<file path="src/rtl/fifo_out_pkg.sv">
// Shared constants and types for the result FIFO drain path.
// Sized for the 32x32 factorial output FIFO.
package fifo_out_pkg;

    localparam int DATA_W     = 32;
    localparam int CNT_W      = 6;
    localparam int WCNT_W     = 16;
    localparam int FIFO_DEPTH = 32;
    localparam int SKID_DEPTH = 2;

    typedef logic [1:0] occ_t;

endpackage

</file>
<file path="src/rtl/out_skid_buf.sv">
// Two-entry skid buffer between the FIFO read port and the stream.
// Pointers are single bits that wrap; head is the oldest entry.
module out_skid_buf
    import fifo_out_pkg::*;
#(
    parameter int W = DATA_W
) (
    input  logic         clk,
    input  logic         reset_n,
    input  logic         push,
    input  logic [W-1:0] push_data,
    input  logic         pop,
    output logic [W-1:0] head,
    output occ_t         occ
);

    logic [W-1:0] mem [SKID_DEPTH];
    logic         wp;
    logic         rp;

    always_ff @(posedge clk or negedge reset_n) begin
        if (!reset_n) begin
            mem[0] <= '0;
            mem[1] <= '0;
            wp     <= 1'b0;
            rp     <= 1'b0;
            occ    <= '0;
        end else begin
            if (push) begin
                mem[wp] <= push_data;
                wp      <= ~wp;
            end
            if (pop) begin
                rp <= ~rp;
            end
            unique case ({push, pop})
                2'b10:   occ <= occ + 2'd1;
                2'b01:   occ <= occ - 2'd1;
                default: occ <= occ;
            endcase
        end
    end

    assign head = mem[rp];

    a_no_overflow: assert property (
        @(posedge clk) disable iff (!reset_n)
        !(push && occ == 2'd2)
    );

    a_no_underflow: assert property (
        @(posedge clk) disable iff (!reset_n)
        !(pop && occ == 2'd0)
    );

endmodule

</file>
<file path="src/rtl/fifo_out_reader.sv">
// Read-side drain controller for the result FIFO: issues strobes,
// absorbs the registered read latency and streams words out.
module fifo_out_reader
    import fifo_out_pkg::*;
#(
    parameter int DATA_W = fifo_out_pkg::DATA_W,
    parameter int CNT_W  = fifo_out_pkg::CNT_W,
    parameter int WCNT_W = fifo_out_pkg::WCNT_W
) (
    input  logic              clk,
    input  logic              reset_n,
    input  logic              drain_en,
    output logic              f_rd_en,
    input  logic [DATA_W-1:0] f_dout,
    input  logic              f_rd_ack,
    input  logic              f_rd_err,
    input  logic              f_empty,
    input  logic [CNT_W-1:0]  f_data_count,
    output logic              m_valid,
    input  logic              m_ready,
    output logic [DATA_W-1:0] m_data,
    output logic [WCNT_W-1:0] words_out,
    output logic              rd_err_flag,
    input  logic              cnt_clr,
    output logic              busy
);

    logic              inflight;
    occ_t              occ;
    logic [DATA_W-1:0] head;
    logic [2:0]        credit;
    logic              buf_nz;
    logic              incoming;
    logic              err_seen;
    logic              push;
    logic              pop;
    logic              accept;

    assign credit = {1'b0, occ} + {2'b00, inflight};

    // data_count still includes the word of an in-flight read
    assign f_rd_en = reset_n & drain_en & ~f_empty
                   & (f_data_count > {{(CNT_W-1){1'b0}}, inflight})
                   & (credit < 3'(SKID_DEPTH));

    assign buf_nz   = (occ != 2'd0);
    assign incoming = inflight & f_rd_ack & ~f_rd_err;
    assign err_seen = inflight & ~incoming;

    // an arriving word goes straight out when the buffer is empty
    assign m_valid = buf_nz | incoming;
    assign m_data  = (~buf_nz & incoming) ? f_dout : head;
    assign accept  = m_valid & m_ready;
    assign pop     = buf_nz & m_ready;
    assign push    = incoming & (buf_nz | ~m_ready);

    out_skid_buf #(
        .W (DATA_W)
    ) u_skid (
        .clk       (clk),
        .reset_n   (reset_n),
        .push      (push),
        .push_data (f_dout),
        .pop       (pop),
        .head      (head),
        .occ       (occ)
    );

    always_ff @(posedge clk or negedge reset_n) begin
        if (!reset_n) begin
            inflight    <= 1'b0;
            words_out   <= '0;
            rd_err_flag <= 1'b0;
        end else begin
            inflight <= f_rd_en;
            if (cnt_clr) begin
                words_out   <= '0;
                rd_err_flag <= 1'b0;
            end else begin
                if (accept) begin
                    words_out <= words_out + 1'b1;
                end
                if (err_seen) begin
                    rd_err_flag <= 1'b1;
                end
            end
        end
    end

    assign busy = inflight | buf_nz;

endmodule
</file>
<file path="config.mk">
export PLATFORM = sky130hd
export DESIGN_NAME = fifo_out_reader
export DESIGN_NICKNAME = d
export VERILOG_FILES = /design/src/rtl/fifo_out_pkg.sv /design/src/rtl/out_skid_buf.sv /design/src/rtl/fifo_out_reader.sv
export SDC_FILE = /design/constraint.sdc
export NUM_CORES = 1
export LEC_CHECK = 0
export CAP_MARGIN = 20
export CORE_MARGIN = 4
export CORE_UTILIZATION = 40
export DETAILED_ROUTE_END_ITERATION = 7
export GPL_TIMING_DRIVEN = 0
export PLACE_DENSITY_LB_ADDON = 0.05
export SYNTH_ARGS = -nofsm -noshare
export SYNTH_HDL_FRONTEND = slang
export SYNTH_SLANG_ARGS = --single-unit
</file>
<file path="constraint.sdc">
create_clock -name clk -period 1.6 [get_ports clk]
set_input_delay 0.24 -clock clk [delete_from_list [all_inputs] [get_ports clk]]
set_output_delay 0.24 -clock clk [all_outputs]
set_load 0.05 [all_outputs]
</file>
* Word level (Yosys, flattened, before mapping)
Cells that the tools add are included. W data, S select, Z words.
Word-level totals: register bits 86, input port bits 46, output and inout bits 52, logic and storage cells 59
Cells by class: add/subtract/negate cells 4, magnitude comparators 5, equality and inequality tests 2, mux-type cells 12, bitwise operators 23, reduce and logical (&&, ||, !) cells 5
Operator list (number):
- $mux W32 | 5
- $bwmux W64 | 1
- $demux W32 S1 | 1
- $mux W16 | 2
- $add A16 B1 Y16 const B | 1
- $and A1 B1 Y1 | 11
- $reduce_bool A2 Y1 | 4
- $not A1 Y1 | 7
- $gt A6 B1 Y1 | 1
- $ge A2 B2 Y1 const B | 2
- $not A1 Y2 | 2
- $pmux W2 S2 | 1
- $add A2 B1 Y3 | 1
- $lt A3 B2 Y1 const B | 1
- $or A1 B1 Y1 | 3
- $add A2 B1 Y2 const B | 1
- $eq A2 B1 Y1 const B | 1
- $eq A2 B2 Y1 const B | 1
- $lt A2 B1 Y1 const B | 1
- $mux W1 | 2
- $sub A2 B1 Y2 const B | 1
- $logic_and A1 B1 Y1 | 1

* Longest topological paths before layout
Gate-level depths: netlist (run 1).
word-level depth 6, gate-level depth with buffers 8, depth with buffers taken out 7

* Hierarchy
From an unflattened synthesis (run 1), not the netlist that was laid out.
Unflattened totals: cells, all modules 325, area, all modules 4312.9 µm²
By module, submodules not included:
- out_skid_buf | times used 1, cells each 184, area each 2920.3 µm², sequential area each 1701.6 µm²
- fifo_out_reader | times used 1, cells each 141, area each 1392.6 µm², sequential area each 450.4 µm²

* Worst setup path before layout (run 1)
Ideal clock, no wire load.
kind reg2reg, start register inflight, end register inflight, library setup time 0.255 ns, arrival 2.084 ns, data required time 1.345 ns, path slack -0.739 ns, cell stages (with the launch flop) 5, buffers on the path 0, period minus slack after synthesis 2.339 ns, cell sequence dfrtp_1 > ha_1 > o21ai_0 > nor4_1 > a211oi_1
Between the ends: word-level cells in the longest chain between the ends 3, elaborated cells on any way between the ends 5, classes of those cells add/sub: 1; order compare: 2; bitwise: 2
RTL lines:
- from (decl) | line fifo_out_reader.sv:28 | logic inflight;
- from (signal assigned) | line fifo_out_reader.sv:75 | inflight <= f_rd_en;
- $add A2 B1 Y3 / $gt A6 B1 Y1 (equally long branches) | line fifo_out_reader.sv:39, fifo_out_reader.sv:43
- $lt A3 B2 Y1 / $and A1 B1 Y1 (equally long branches) | line fifo_out_reader.sv:44, fifo_out_reader.sv:43
- $and A1 B1 Y1 * | line fifo_out_reader.sv:44 | & (credit < 3'(SKID_DEPTH));
- net f_rd_en | line fifo_out_reader.sv:13 | output logic f_rd_en,
Mark *: on every way through the listed nets, which the timed path passes. The rest lies on a longest branch. A chain may end at the register's enable or synchronous reset.

* Worst setup path after layout (run 1)
start register inflight, end output port m_data[26]
Between the ends: word-level cells in the longest chain between the ends 4
RTL lines:
- $and A1 B1 Y1 (2 in a row) | line fifo_out_reader.sv:47 | assign incoming = inflight & f_rd_ack & ~f_rd_err;
- $and A1 B1 Y1 | line fifo_out_reader.sv:52 | assign m_data = (~buf_nz & incoming) ? f_dout : head;
- $mux W32 | line fifo_out_reader.sv:52
- to (decl) | line fifo_out_reader.sv:21 | output logic [DATA_W-1:0] m_data,
Every way passes these cells.

==> results by stage, run 1 <==
Run status:
- The run finished, with violations left.
- The checks that failed: setup timing.

Final layout:
- The multi-input combinational cells in the finished layout cover a total of 2970 sq um.
- Cells fill between 70% and 80% of the core in the end.
- The number of nets in the finished design is ~570.
- The number of filler instances in the final layout is about 700.
- The fraction of layout cells with a size suffix above 1 is a little under three fifths.
- The commonest non-fill, non-tap cell in the layout is sky130_fd_sc_hd__dfrtp_1.
- In the layout the commonest cells are sky130_fd_sc_hd__dfrtp_1, sky130_fd_sc_hd__mux2_4, sky130_fd_sc_hd__buf_6.
- The area added between synthesis and finish is 81.2%.
- The number of antenna diodes in the final layout is 0.
- The register cell area after layout is roughly 2200 sq um.

Synthesis:
- Counting flops with a built-in enable in the synthesized netlist gives 0.
- The synthesized net count is 410.
- For this run, the register share of the synthesized area comes to between 50% and 60%.
- Summing the areas of all compound-gate instances in the mapped netlist gives 7.75% of the synthesized area.
- The mapped netlist covers approximately 4200 sq um.
- The synthesized netlist devotes 0.898% of its cell area to adder and majority cells.
- The count of yosys warnings during synthesis is 0.
- The number of distinct standard cells referenced by the synthesized netlist is 35.
- The number of cells produced by synthesis is about 360.
- In the synthesized netlist the async set-or-reset flop fraction comes to between 90% and 100%.
- The synthesis-stage register bit count is 86.
- The most used flip-flop cell after synthesis is sky130_fd_sc_hd__dfrtp_1.
- The synthesized netlist devotes 9.22% of its cell area to simple gates.
- The synthesized-area fraction occupied by xor and xnor cells is around 3%.
- Of the post-synthesis cell area, the part taken by muxes is around 25%.
- The synthesized area per cell is about 12 sq um.
- The largest family of logic cells by synthesized area is multiplexers.

CTS:
- Clock-pin slew was measured on the worst setup and hold paths at roughly 0.1 ns.
- Clock latency on the worst-skew pair, taken at its later pin, is ~0.35 ns.
- The clock tree from TritonCTS is done.
- The total number of clock tree sinks is between 80 and 90.
- Clock tree synthesis inserted a total of 9 buffers.
- The maximum count of clock buffers along a single path is 2.
- The H-tree was split into 3 levels.
- The cell at the root of the clock tree is sky130_fd_sc_hd__clkbuf_8.

Timing:
- For the pin with the worst max-slew slack, the measured transition is between 0.4 and 0.5 ns.
- The number of max-slew violations in the final report is 0.
- The hold violation count in the final report was 0.
- Hold timing on the final database bottoms out at a slack of approximately 0.28 ns.
- The number of setup violations in the final report is roughly 110.
- Setup repair after global routing could not meet its margin everywhere.
- Once routing completed, OpenROAD measured the worst setup slack at -0.396 ns.
- The final cycle utilization of the critical path is 125%.
- The worst slew margin relative to its limit is 66.9%.
- The worst setup skew after layout is roughly 0.018 ns.
- The final critical path time including I/O delays and setup is 2.00 ns.
- Timing would allow up to between 500 and 600 MHz.

Floorplan:
- The initial utilization of the core area, before any placement, comes to about two fifths.
- The I/O pin count is between 90 and 100.
- The total number of placement rows is 37.
- The region available for standard cell placement spans 10200 sq um.
- The die area is about 12000 sq um.
- Measured along the x axis, the die boundary spans approximately 110 um.
- From bottom edge to top edge, the die measures 110 um.

Global route:
- Summed over all layers, the global routing overflow is 0.
- The met3 usage in global routing is about 3.4%.
- The most crowded layer after global routing is met2.
- The largest net degree at the start of global routing is between 50 and 60.
- For this run, the total global-route usage over all layers was measured as a little under 20%.
- The met1 track utilization from global routing is 27.9%.
- The first global-routing pass estimated 18700 um of wire.
- The routing usage on met2 is 32.1%.
- The number of antenna violations at the first check in global routing is 0.
- The number of global-route vias before repair is around 3600.

Routing:
- The routed layout has between 3000 and 4000 vias.
- The violation count after the first detailed-route iteration is about 120.
- The routed length per instance is 18.0 um.
- The detail route stage leaves a number of antenna-violating nets equal to 0.
- The remaining design rule violation count is 0.
- The final layout contains routed wiring with a total length of roughly 12000 um.
- After detailed routing, the number of vias per cell comes to just over 5.
- The number of optimization iterations in the first detailed-route pass is 4.

Worst setup path:
- The setup slack on the worst flop-to-flop path is -0.35 ns.
- The required time of the critical path is between 1 and 1.5 ns.
- The peak fanout along the critical path is 5.
- The endpoint identified for the worst register-to-register timing path is u_skid.mem[59]$_DFFE_PN0P_.
- Data arrives at the worst endpoint at between 1.5 and 2 ns.
- The worst register-to-register path begins at inflight$_DFF_PN0_.
- The worst setup path is launched from a register.
- The category of the most critical setup path is register to output pin.
- The worst setup path is captured at an output pin.
- The depth of the worst register-to-register path is 10.

Power and ir drop:
- The power density normalized to cell area is around 1600 nW/um^2.
- The worst vdd rail ir drop is 0.976 mV.
- The total power draw is ~12 mW.
- Summed over all cells, the static leakage comes to around 3.4 nW.

Min path:
- In this run the worst hold path is classified as input pin to register.
- The worst hold path passes through 3 cells.
- The path with the worst hold slack has its endpoint at inflight$_DFF_PN0_.
- The worst hold path begins at reset_n.

Placed design:
- The count of buffers added on input and output ports is between 90 and 100.
- The half-perimeter wire length after detailed placement is roughly 6700 um.
- The final RePlAce weighted congestion is 0.762.

Run:
- Across the run, the number of max-cap violations was 0.
-- kinds of logic after synthesis --
family | after synthesis
muxes | 97
xor gates and xnor gates | 14
DFF | 86
buffers and inverters | 24
adders and majority gates | 3
and+or+nand+nor | 79
AOI/OAI and AO/OA | 58
-- per-stage QoR --
stage / setup TNS [ns] / instances / area (sq um) / setup WS, ns
3_3_place_gp: -335.77 / 593 / 5880 / -3.99
2_1_floorplan: -2.91 / 361 / 4750 / -0.0457
3_5_place_dp: -73.30 / 594 / 5910 / -1.07
5_1_grt: -39.66 / 665 / 7570 / -0.463
4_1_cts: -29.53 / 647 / 7240 / -0.425
6_report: -31.58 / 665 / 7570 / -0.396
-- final cells by class --
class / count / share of cell area [%]
Multi-Input combinational cell: 253 / 39.2
Sequential cell: 86 / 28.6
Timing Repair Buffer: 152 / 23.2
Buffer: 18 / 3.92
Tap cell: 136 / 2.25
Clock buffer: 12 / 1.92
Clock inverter: 4 / 0.727
Inverter: 4 / 0.198
-- worst max path at each step --
stage	startpoint	endpoint	slack, ns
global route	inflight$_DFF_PN0_	m_data[27]	-0.46
floorplan	words_out[0]$_DFFE_PN0P_	words_out[15]$_DFFE_PN0P_	-0.05
CTS	inflight$_DFF_PN0_	m_data[11]	-0.43
finish	inflight$_DFF_PN0_	m_data[26]	-0.40
global placement	reset_n	f_rd_en	-3.99
detailed placement	f_rd_ack	m_data[11]	-1.07
-- cells in the mapped netlist, types with 2 or more instances --
| master | n | area share (%) |
|---|---|---|
| sky130_fd_sc_hd__inv_1 | 4 | 0.36 |
| sky130_fd_sc_hd__a2111oi_0 | 3 | 0.63 |
| sky130_fd_sc_hd__nand2_1 | 7 | 0.63 |
| sky130_fd_sc_hd__nand3_1 | 4 | 0.48 |
| sky130_fd_sc_hd__buf_2 | 5 | 0.60 |
| sky130_fd_sc_hd__ha_1 | 3 | 0.90 |
| sky130_fd_sc_hd__nand4_1 | 3 | 0.45 |
| sky130_fd_sc_hd__dfrtp_1 | 86 | 51 |
| sky130_fd_sc_hd__clkbuf_1 | 10 | 0.90 |
| sky130_fd_sc_hd__or3_1 | 7 | 1.0 |
| sky130_fd_sc_hd__nor2_1 | 45 | 4.0 |
| sky130_fd_sc_hd__o211ai_1 | 3 | 0.54 |
| sky130_fd_sc_hd__buf_1 | 2 | 0.18 |
| sky130_fd_sc_hd__o21ai_0 | 8 | 0.96 |
| sky130_fd_sc_hd__xnor2_1 | 8 | 1.7 |
| sky130_fd_sc_hd__mux2_2 | 64 | 17 |
| sky130_fd_sc_hd__mux2i_1 | 33 | 7.9 |
| sky130_fd_sc_hd__a211oi_1 | 2 | 0.36 |
| sky130_fd_sc_hd__xor2_1 | 6 | 1.3 |
| sky130_fd_sc_hd__a21oi_1 | 40 | 4.8 |
| sky130_fd_sc_hd__and3_1 | 2 | 0.30 |
| sky130_fd_sc_hd__buf_4 | 3 | 0.54 |
-- flip-flops by register name (all words and copies together), names as in the netlist --
name and flops:
u_skid.mem 64, words_out 16, u_skid.occ 2, inflight 1
rd_err_flag 1, u_skid.rp 1, u_skid.wp 1
-- critical path: stages (launching register included) --
cell                        delay, ns
sky130_fd_sc_hd__dfrtp_2         0.43
sky130_fd_sc_hd__and3b_1         0.19
sky130_fd_sc_hd__buf_8           0.15
sky130_fd_sc_hd__nand2_8         0.12
sky130_fd_sc_hd__clkbuf_16       0.18
sky130_fd_sc_hd__nor2_4          0.04
sky130_fd_sc_hd__a21oi_4         0.12
sky130_fd_sc_hd__buf_6           0.17
-- metal layers --
layer  share of wire [%]  vias to the layer above
met5                   0                        -
met4                0.63                        0
met3                 3.6                        8
met2                  50                       56
met1                  45                     1757
li1                    -                     1607
-- report_power, final --
part	internal (mW)	switching, mW
Clock	0.776	0.792
Combinational	3.44	3.62
Sequential	2.89	0.478
Total	7.11	4.89
-- timing repair --
action | 4_1_cts | 5_1_grt
setup buffers | 23 | 21
resized for setup | 419 | 62
endpoints found under the hold margin | 31 | 0
hold buffers | 2 | 0
cloned | 13 | 0
setup endpoints to repair | 126 | 127
pin swaps | 16 | 22
Power figures use the tool's default switching activity.
==> inputs of run 2 (changes only) <==
Settings changed: REMOVE_ABC_BUFFERS set to 1.
==> run 2 against run 1 <==
Effect of this change: the run still ends with setup timing left; clock skew decreased by 0.0072 ns; critical path type unchanged; critical path depth unchanged; count of clock-buffer cells in the layout decreased by 3; hold slack improved by 0.16 ns; sequential cell count is the same; largest cell class unchanged; largest power group unchanged; sequential power about the same; combinational power shrank 17%; power decreased by 11%; die area unchanged.
==> results by stage, run 2 (synthesis results as in run 1) <==
CTS:
- After clock tree synthesis, the clock-pin slew on the worst setup and hold paths is ~0.080 ns.
- The clock passes through at most 2 buffers.
- TritonCTS built the clock tree.
- The number of H-tree branching levels is 3.
- For the worst-skew pair, the clock arrives at the later sink with an insertion delay of between 0.3 and 0.4 ns.
- The root buffer cell chosen for the clock tree is sky130_fd_sc_hd__clkbuf_8.
- The total number of clock tree sinks is 86.
- The number of CTS-inserted buffers is 9.

Placed design:
- The total of buffers placed on input and output ports is 97.
- Once detailed placement completed, the half-perimeter wirelength came to about 6000 um.
- The congestion estimate from routability-driven global placement came to between 0.7 and 0.8.
- The total cell area at the placement stage is about 5300 sq um.

Routing:
- The violation count after the first detailed-route iteration is between 100 and 150.
- The number of vias in the routed layout is between 3000 and 4000.
- The routed design has roughly 11000 um of wire.
- The detail-routed via count per cell is between 5 and 6.
- The number of optimization iterations in the first detailed-route pass is 4.
- After detailed routing, the average wire length per cell comes to approximately 18 um.
- The final antenna-violating net count is 0.
- For this run, design rule violations remaining after detail routing come to 0.

Final layout:
- Leaving out fill and tap cells, the most frequent cell in the layout is sky130_fd_sc_hd__dfrtp_1.
- For this run, the post-layout net count is 534.
- Counting the fill cells in the layout gives around 850.
- The largest registers in the layout are u_skid.mem (64), words_out (16), u_skid.occ (2).
- The count of antenna diodes in the layout is 0.
- In the layout the commonest cells are sky130_fd_sc_hd__dfrtp_1, sky130_fd_sc_hd__mux2_2, sky130_fd_sc_hd__clkdlybuf4s50_1.
- Once layout is done, the placed cells without fillers occupy about 6300 sq um.
- From synthesis to final layout, the design area changed by 50.7%.
- Counting flops per register, the top entry is u_skid.mem.
- The multi-input combinational cells in the finished layout cover a total of ~2400 sq um.
- The flip-flop count of the largest register, all copies and words added is between 60 and 70.
- In the final layout, the share of cells above drive strength 1 is 44.9%.
- The register cell area after layout is approximately 2200 sq um.

Worst setup path:
- The arrival time reported for the critical path endpoint is about 1.8 ns.
- In this run the worst path has a maximum fanout of 7.
- The setup slack on the worst flop-to-flop path is -0.37 ns.
- The critical path is of the register to output pin type.
- STA classifies the critical path startpoint as a register.
- The worst setup path is captured at an output pin.
- The worst setup path startpoint is inflight$_DFF_PN0_.
- The source of the worst register-to-register timing path is inflight$_DFF_PN0_.
- For the worst setup path, the data required time is 1.36 ns.

Timing:
- Setup repair after global routing could not meet its margin everywhere.
- Across all hold checks on the routed design, the worst slack comes to 0.440 ns.
- The hold violation count in the final report is 0.
- Setup violations remaining at the end of the flow were counted as about 110.
- The worst setup skew after layout is roughly 0.011 ns.
- The final cycle utilization of the critical path is 125%.
- The worst-margin pin slew is between 0.8 and 0.9 ns.
- Timing would allow up to 500 MHz.
- The slack of the critical path is -0.399 ns.
- The worst slew margin relative to its limit is ~40%.
- The smallest clock period supported by the final layout is computed as roughly 2 ns.
- The number of max-slew violations in the final report is 0.

Global route:
- The largest net degree at the start of global routing is roughly 70.
- The number of global-route vias before repair is 3235.
- The number of antenna violations at the first check in global routing is 0.
- The first global-routing pass estimated between 15000 and 20000 um of wire.
- The total routing resource utilization after global routing is between 10% and 20%.
- After global routing the overflow that remains totals 0.

Floorplan:
- The I/O pin count is 98.
- The total number of placement rows is 37.
- In this run the standard cell core region covers 10200 sq um.
- The die covers roughly 12000 sq um.
- The die is 110 um wide.
- Once the floorplan was initialized, standard cells occupied 40.9% of the core.
- The die outline height is between 100 and 150 um.

Run:
- Max-cap violations in this run came to 0.

Power and ir drop:
- The worst-case IR drop observed on VDD is slightly above 0.8 mV.
- The leakage component of the power is around 2.9 nW.
- The power density normalized to cell area is around 1700 nW/um^2.

Run status:
- The final reports fail on setup timing.
- The flow ran to the end, but the final reports show violations.

Min path:
- The start point of the worst hold path is f_rd_ack.
- The min-delay analysis places its worst path in the category input pin to register.
## run 2: changes by cell type in the layout (fill, tap and decap cells not counted), sizes merged
cell	previous run	this run
clkinv	1	3
buf	96	65
dlygate4sd3	1	2
inv	5	4
clkbuf	30	20
dlymetal6s2s	1	0
clkdlybuf4s15	5	4
clkdlybuf4s50	41	42
dlygate4sd2	8	7
## run 2: path summary, 6_finish.rpt
check / end / cells after the start
min in group asynchronous: u_skid.mem[44]$_DFFE_PN0P_ / 3
setup / recovery: m_data[18] / 7
max in group asynchronous: inflight$_DFF_PN0_ / 2
hold / removal: rd_err_flag$_DFFE_PN0P_ / 4
setup reg to reg: u_skid.mem[60]$_DFFE_PN0P_ / 8
hold reg to reg: u_skid.mem[60]$_DFFE_PN0P_ / 1
## run 2: layout make-up
class | count | share of cell area, %
Multi-Input combinational cell | 253 | 37.8
Sequential cell | 86 | 34.3
Timing Repair Buffer | 131 | 22.2
Tap cell | 136 | 2.70
Clock buffer | 9 | 1.97
Clock inverter | 5 | 0.834
Inverter | 4 | 0.238
## run 2: layer usage
metal	wire length [um]	part of all wire [%]	track usage [%]
met1	5140	46	24.9
met2	5190	47	27.9
met3	601	5.4	3.96
met4	154	1.4	5.63
met5	0	0	0
## run 2: critical path: stages, from the launching register on
cell                      delay (ns)
sky130_fd_sc_hd__dfrtp_2        0.43
sky130_fd_sc_hd__and3b_2        0.26
sky130_fd_sc_hd__nand2_8        0.13
sky130_fd_sc_hd__buf_6          0.13
sky130_fd_sc_hd__buf_12         0.12
sky130_fd_sc_hd__nor2_2         0.04
sky130_fd_sc_hd__a21oi_2        0.12
sky130_fd_sc_hd__buf_6          0.17
## run 2: power by group
| part | internal (mW) | switching, mW |
|---|---|---|
| Sequential | 2.90 | 0.482 |
| Clock | 0.697 | 0.739 |
| Combinational | 2.59 | 3.25 |
## run 2: timing repair
item | in CTS | in global routing
gates cloned | 4 | 4
setup buffers | 17 | 10
hold endpoints to repair | 19 | 0
pin swaps | 6 | 12
gates resized for setup | 289 | 111
endpoints found under the setup margin | 128 | 122
hold buffers | 2 | 0
## run 2: metrics by stage
step	util [%]	setup WS, ns	cells	total power [mW]	TNS (ns)
after CTS	57.1	-0.470	615	10.0	-28.06
final	61.6	-0.399	624	10.7	-30.19
after global routing	61.6	-0.489	624	11.2	-38.53
after global placement	51.1	-3.76	574	8.18	-436.70
after floorplan	-	-1.19	341	6.69	-72.08
after detailed placement	52.0	-1.27	578	8.29	-95.54
==> inputs of run 3 (changes only) <==
Settings changed: CTS_CLUSTER_SIZE set to 12, HOLD_SLACK_MARGIN set to 0.12.
==> results of run 3 <==
No change in the layout: final DEF, timing and power equal those of run 2.
